<file path="config.mk">
export PLATFORM = sky130hd
export DESIGN_NAME = uart_rx
export DESIGN_NICKNAME = d
export VERILOG_FILES = /design/src/rtl/uart_pkg.sv /design/src/rtl/uart_sync2.sv /design/src/rtl/uart_rx.sv
export SDC_FILE = /design/constraint.sdc
export NUM_CORES = 1
export LEC_CHECK = 0
export CAP_MARGIN = 20
export CELL_PAD_IN_SITES_DETAIL_PLACEMENT = 1
export CELL_PAD_IN_SITES_GLOBAL_PLACEMENT = 2
export CORE_ASPECT_RATIO = 0.75
export CORE_MARGIN = 1.5
export CORE_UTILIZATION = 40
export DETAILED_ROUTE_END_ITERATION = 8
export DONT_BUFFER_PORTS = 1
export PLACE_DENSITY_LB_ADDON = 0.2
export SYNTH_ARGS = -nofsm -noshare
export SYNTH_HDL_FRONTEND = slang
export SYNTH_SLANG_ARGS = --single-unit
</file>
<file path="constraint.sdc">
create_clock -name clk -period 3.3 [get_ports clk]
set_input_delay 0.495 -clock clk [delete_from_list [all_inputs] [get_ports clk]]
set_output_delay 0.495 -clock clk [all_outputs]
set_load 0.03 [all_outputs]
</file>
<file path="src/rtl/uart_pkg.sv">
// Shared UART definitions: FSM encodings, parity rule and default oversampling.
// The transmitter and receiver both import this so they always agree on the frame format.
package uart_pkg;

  localparam int unsigned OVERSAMPLE_DEF = 16;
  localparam int unsigned DATA_BITS_DEF  = 8;
  localparam int unsigned PARITY_MAX_W   = 16;

  localparam logic [2:0] ST_IDLE   = 3'd0;
  localparam logic [2:0] ST_START  = 3'd1;
  localparam logic [2:0] ST_DATA   = 3'd2;
  localparam logic [2:0] ST_PARITY = 3'd3;
  localparam logic [2:0] ST_STOP   = 3'd4;

  // Zero-extending the data does not change its parity, so narrower words are simply widened.
  function automatic logic parity_bit(input logic [PARITY_MAX_W-1:0] data, input logic p_sel);
    return p_sel ? (^data) : (~^data);
  endfunction

endpackage

</file>
<file path="src/rtl/uart_sync2.sv">
// Two-flop synchronizer for an asynchronous level input; both stages reset to 1
// so an idle-high line does not look like an edge coming out of reset.
module uart_sync2 (
  input  logic clk,
  input  logic reset,
  input  logic d_i,
  output logic q_o
);

  logic meta_q;
  logic sync_q;

  always_ff @(posedge clk) begin
    if (!reset) begin
      meta_q <= 1'b1;
      sync_q <= 1'b1;
    end else begin
      meta_q <= d_i;
      sync_q <= meta_q;
    end
  end

  assign q_o = sync_q;

endmodule

</file>
<file path="src/rtl/uart_rx.sv">
// Oversampling UART receiver: start, DATA_BITS data (LSB first), parity, stop.
// Samples mid-bit, reports the byte with a one-cycle valid strobe and error flags.
module uart_rx
  import uart_pkg::*;
#(
  parameter int unsigned OVERSAMPLE = OVERSAMPLE_DEF,
  parameter int unsigned DATA_BITS  = DATA_BITS_DEF
) (
  input  logic                 clk,
  input  logic                 reset,
  input  logic                 rx,
  input  logic                 bclk_rx,
  input  logic                 p_sel,
  output logic [DATA_BITS-1:0] d_out_rx,
  output logic                 rx_valid,
  output logic                 parity_err,
  output logic                 frame_err,
  output logic                 busy
);

  localparam int unsigned CNT_W = $clog2(OVERSAMPLE);
  localparam int unsigned IDX_W = (DATA_BITS > 1) ? $clog2(DATA_BITS) : 1;

  localparam logic [CNT_W-1:0] CNT_HALF = CNT_W'(OVERSAMPLE / 2 - 1);
  localparam logic [CNT_W-1:0] CNT_LAST = CNT_W'(OVERSAMPLE - 1);
  localparam logic [IDX_W-1:0] IDX_LAST = IDX_W'(DATA_BITS - 1);

  logic                 rx_s;
  logic [2:0]           state_q, state_d;
  logic [CNT_W-1:0]     cnt_q, cnt_d;
  logic [IDX_W-1:0]     idx_q, idx_d;
  logic [DATA_BITS-1:0] shift_q, shift_d;
  logic                 par_bad_q, par_bad_d;
  logic                 armed_q, armed_d;
  logic [DATA_BITS-1:0] dout_q, dout_d;
  logic                 valid_q, valid_d;
  logic                 perr_q, perr_d;
  logic                 ferr_q, ferr_d;
  logic                 busy_q, busy_d;
  logic                 mid_start;
  logic                 bit_end;

  uart_sync2 u_sync (
    .clk   (clk),
    .reset (reset),
    .d_i   (rx),
    .q_o   (rx_s)
  );

  assign mid_start = bclk_rx && (cnt_q == CNT_HALF);
  assign bit_end   = bclk_rx && (cnt_q == CNT_LAST);

  always_ff @(posedge clk) begin
    if (!reset) begin
      state_q   <= ST_IDLE;
      cnt_q     <= '0;
      idx_q     <= '0;
      shift_q   <= '0;
      par_bad_q <= 1'b0;
      armed_q   <= 1'b1;
      dout_q    <= '0;
      valid_q   <= 1'b0;
      perr_q    <= 1'b0;
      ferr_q    <= 1'b0;
      busy_q    <= 1'b0;
    end else begin
      state_q   <= state_d;
      cnt_q     <= cnt_d;
      idx_q     <= idx_d;
      shift_q   <= shift_d;
      par_bad_q <= par_bad_d;
      armed_q   <= armed_d;
      dout_q    <= dout_d;
      valid_q   <= valid_d;
      perr_q    <= perr_d;
      ferr_q    <= ferr_d;
      busy_q    <= busy_d;
    end
  end

  // Any high on the synchronized line re-arms start detection after a framing error.
  always_comb begin
    state_d   = state_q;
    cnt_d     = bclk_rx ? cnt_q + CNT_W'(1) : cnt_q;
    idx_d     = idx_q;
    shift_d   = shift_q;
    par_bad_d = par_bad_q;
    armed_d   = armed_q | rx_s;
    dout_d    = dout_q;
    valid_d   = 1'b0;
    perr_d    = perr_q;
    ferr_d    = ferr_q;

    case (state_q)
      ST_IDLE: begin
        cnt_d = '0;
        if (!rx_s && armed_q) state_d = ST_START;
      end
      ST_START: begin
        if (mid_start) begin
          cnt_d   = '0;
          idx_d   = '0;
          state_d = rx_s ? ST_IDLE : ST_DATA;
        end
      end
      ST_DATA: begin
        if (bit_end) begin
          shift_d = {rx_s, shift_q[DATA_BITS-1:1]};
          if (idx_q == IDX_LAST) begin
            state_d = ST_PARITY;
            cnt_d   = '0;
          end else begin
            idx_d = idx_q + IDX_W'(1);
          end
        end
      end
      ST_PARITY: begin
        if (bit_end) begin
          par_bad_d = rx_s != parity_bit(PARITY_MAX_W'(shift_q), p_sel);
          state_d   = ST_STOP;
          cnt_d     = '0;
        end
      end
      ST_STOP: begin
        if (bit_end) begin
          dout_d  = shift_q;
          perr_d  = par_bad_q;
          ferr_d  = ~rx_s;
          valid_d = 1'b1;
          armed_d = rx_s;
          state_d = ST_IDLE;
          cnt_d   = '0;
        end
      end
      default: begin
        state_d = ST_IDLE;
        cnt_d   = '0;
      end
    endcase

    busy_d = (state_d != ST_IDLE);
  end

  assign d_out_rx   = dout_q;
  assign rx_valid   = valid_q;
  assign parity_err = perr_q;
  assign frame_err  = ferr_q;
  assign busy       = busy_q;

endmodule

</file>
==> results.toml <==
[yosys]
synth_nets = 187
syn_area_um2 = 1549
synth_warnings = 0
synth_top_area_share_pct = 43.94
yosysTopAreaCell = "dfxtp_1"
synth-seq-cells = 34
syn_area_per_cell_um2 = 8.654
synth.yosys.seq_area_share_pct = 43.94
async_flop_share_pct = 0
synth_edf_count = 0
synth-main-ff-cell = "dfxtp_1"
synthDistinctLibCells = 40
synth_cells = 179
synth.area.top_cells = "dfxtp_1 44%, nand2_1 8.2%, a21oi_1 7.4%, xnor2_1 4.5%, o21ai_0 3.2%"

[pwr]
p_total_uw = 811.3
ir_worst_vdd_v = 0.0002872
swShare_pct = 20.80
switching_power_uw = 168.7
pwr_density_cell_nw_per_um2 = 486.8
leakagePower_uw = 0.0005799
internal_power_uw = 642.6
combPwrFrac_pct = 2.3
clkPwrFrac_pct = 46.3
pwr-share-seq_pct = 51.5

[global_route]
grt_max_degree = 28
grt_pass1_wl_um = 5816
gr-usage-all-layers_pct = 18.58
antenna_found_initial = 0
grt_overflow_total = 0
grt_pass1_vias = 1242

[sta]
worst_pin_slew_ns = 0.5828
drv_slew = 0
fin_crit_ns = 1.870
postLayoutSetupSlackWorst_ns = 1.430
finalHoldViolCount = 0
setup_viol = 0
fin_skew_ns = 0.007136
setup_tns_ns = 0
fin_crit_sh_pct = 56.68
rsz0062_at_grt = "no"
relSlewSlack_pct = 61.03
clock.fmax_mhz = 534.6

[route]
dr_wl_met3_um = 130
top_layer = "met4"
wire_per_inst_um = 15.26
finalWirelength_um = 3480
ant_nets = 0
dr_total_vias = 1224
drt_first_pass_iters = 4
drc_errors = 0
dr_wl_met2_um = 1583
m1WireLength_um = 1715
drt-initial-drc-count = 33
vias_per_cell = 5.368

[floorplanning]
core_um2 = 3685
start_util_pct = 42.04
ios = 17
die_w_um = 74.86
dieArea_um2 = 4259
die_h_um = 56.89
rows = 19

[setup_path]
critical_path_arrival_ns = 2.08
crit_required_ns = 3.51
critPathTopFamily = "simple AND/OR/NAND/NOR gates"
worstSetupEndpointType = "register"
critPathKind = "register to register"
critPathMaxStageDelay_ns = 0.39
slowest_stage = "or3_1"
r2r_start = "idx_q[0]$_SDFFE_PN0P_"
cp_num_buf_inv = 0
path_cells = "ha_1 -> ha_1 -> and4bb_2 -> o211ai_2 -> or3_1 -> a21oi_1"
start_kind = "register"
crit_top_cell = "ha_1"
startpoint = "idx_q[0]$_SDFFE_PN0P_"
worst-path-max-fanout = 6

[cts]
ctsResizeCount = 0
clockBufferDepth = 2
cts_tree = "yes"
cts_max_level = 2
ctsHoldBuffers = 0
cts_root_buf = "clkbuf_8"
clkSinkCount = 34
cts.clk_slew.worst_paths_ns = 0.07
cts_setup_buffers = 0
worst_skew_pair.late_latency_ns = 0.29
cts_buffers = 5

[run_status]
status = "finished clean"

[placed_design]
io_buffers = 0
dpl_worst_slack_ns = 1.440
detailed_place_hpwl_um = 2468
place_congestion = 0.7900

[flow_run]
maxCapViolations = 0

[layout]
drive_above_1_share_pct = 9.659
nNetsFinal = 183
diodes = 0
syn_to_final_growth_pct = 7.593

[min_path]
hold_class = "primary input to register"
worstHoldStart = "reset"
-- final cells by class --
cell class              instances  area [um^2]
flip-flops and latches         34        680.7
well taps                      52        65.06
inverters                       2        7.507
fillers                       454         2018
multi-input cells             131        797.0
repair buffers                  1        7.507
clock inverters                 3        40.04
clock buffers                   5        68.82
-- sequential cells by signal (all words and copies together) (netlist names) --
register and flops:
d_out_rx 8, shift_q 8, cnt_q 4, idx_q 3, state_q 3, armed_q 1, busy 1, frame_err 1
par_bad_q 1, parity_err 1, rx_valid 1, u_sync.meta_q 1, u_sync.q_o 1
-- path summary, 6_finish.rpt --
kind                                                  to  slack (ns)  cells after the start
worst max-delay path               idx_q[0]$_SDFFE_PN0P_        1.43                      6
worst min-delay path            u_sync.meta_q$_SDFF_PN1_        0.27                      1
worst max register to register     idx_q[0]$_SDFFE_PN0P_        1.43                      6
worst min register to register     u_sync.q_o$_SDFF_PN1_        0.42                      1
-- cell usage after synthesis, types with 2 or more instances --
| master | number |
|---|---|
| nand2_1 | 34 |
| nand4_1 | 3 |
| ha_1 | 3 |
| or3_1 | 3 |
| o211ai_1 | 2 |
| buf_2 | 3 |
| nor2_1 | 9 |
| a21oi_1 | 23 |
| nor3b_1 | 2 |
| a211o_1 | 2 |
| nand2b_1 | 3 |
| clkbuf_1 | 6 |
| and3_1 | 3 |
| xnor2_1 | 8 |
| dfxtp_1 | 34 |
| o21ai_0 | 10 |
| buf_4 | 2 |
| nand3_1 | 4 |
| a211oi_1 | 2 |
| xor2_1 | 2 |
| or2_2 | 2 |
-- cell families after synthesis --
logic type | count (synthesis) | share of synthesized area, %
buf+inv | 14 | 4.603
simple gates | 74 | 25.61
mux | 1 | 0.6462
fa+ha+maj | 3 | 2.424
compound gates | 42 | 15.67
xor+xnor | 11 | 7.109
flops | 34 | 43.94
-- routing by layer --
| metal | GRT usage, % | vias up |
|---|---|---|
| li1 | - | 607 |
| met1 | 24.17 | 593 |
| met5 | 0 | - |
| met3 | 6.463 | 8 |
| met4 | 6.234 | 0 |
| met2 | 28.45 | 16 |
-- stage by stage --
step | cell area [um^2] | cells | hold WS [ns] | util, %
after global placement | 1558 | 220 | 0.3973 | 42.28
after CTS | 1667 | 228 | 0.2704 | 45.23
after floorplan | 1549 | 179 | 0.3863 | -
after detailed placement | 1558 | 220 | 0.4027 | 42.28
final | 1667 | 228 | 0.2739 | 45.23
after global routing | 1667 | 228 | 0.2813 | 45.23
-- power by group through the flow --
stage	Clock [uW]	Sequential (uW)	Combinational [uW]
after floorplan	0	424	18.6
after global placement	0	427	17.7
after detailed placement	0	427	18.3
after CTS	386	417	18.6
after global routing	404	418	20.9
final	375	417	18.6
-- cell usage in the layout (no fill, tap or decap), drive strengths merged, types with 2 or more instances in the layout --
cell    count
a211o       2
a211oi      2
a21oi      23
and3        3
clkbuf      5
clkinv      3
dfxtp      34
ha          3
nand2      34
nand2b      3
nand3       5
nand4       3
nor2       10
nor3b       3
o211ai      3
o21ai      10
or2         2
or3         3
xnor2       8
xor2        2
No activity file was read; power rests on OpenSTA's default activity.
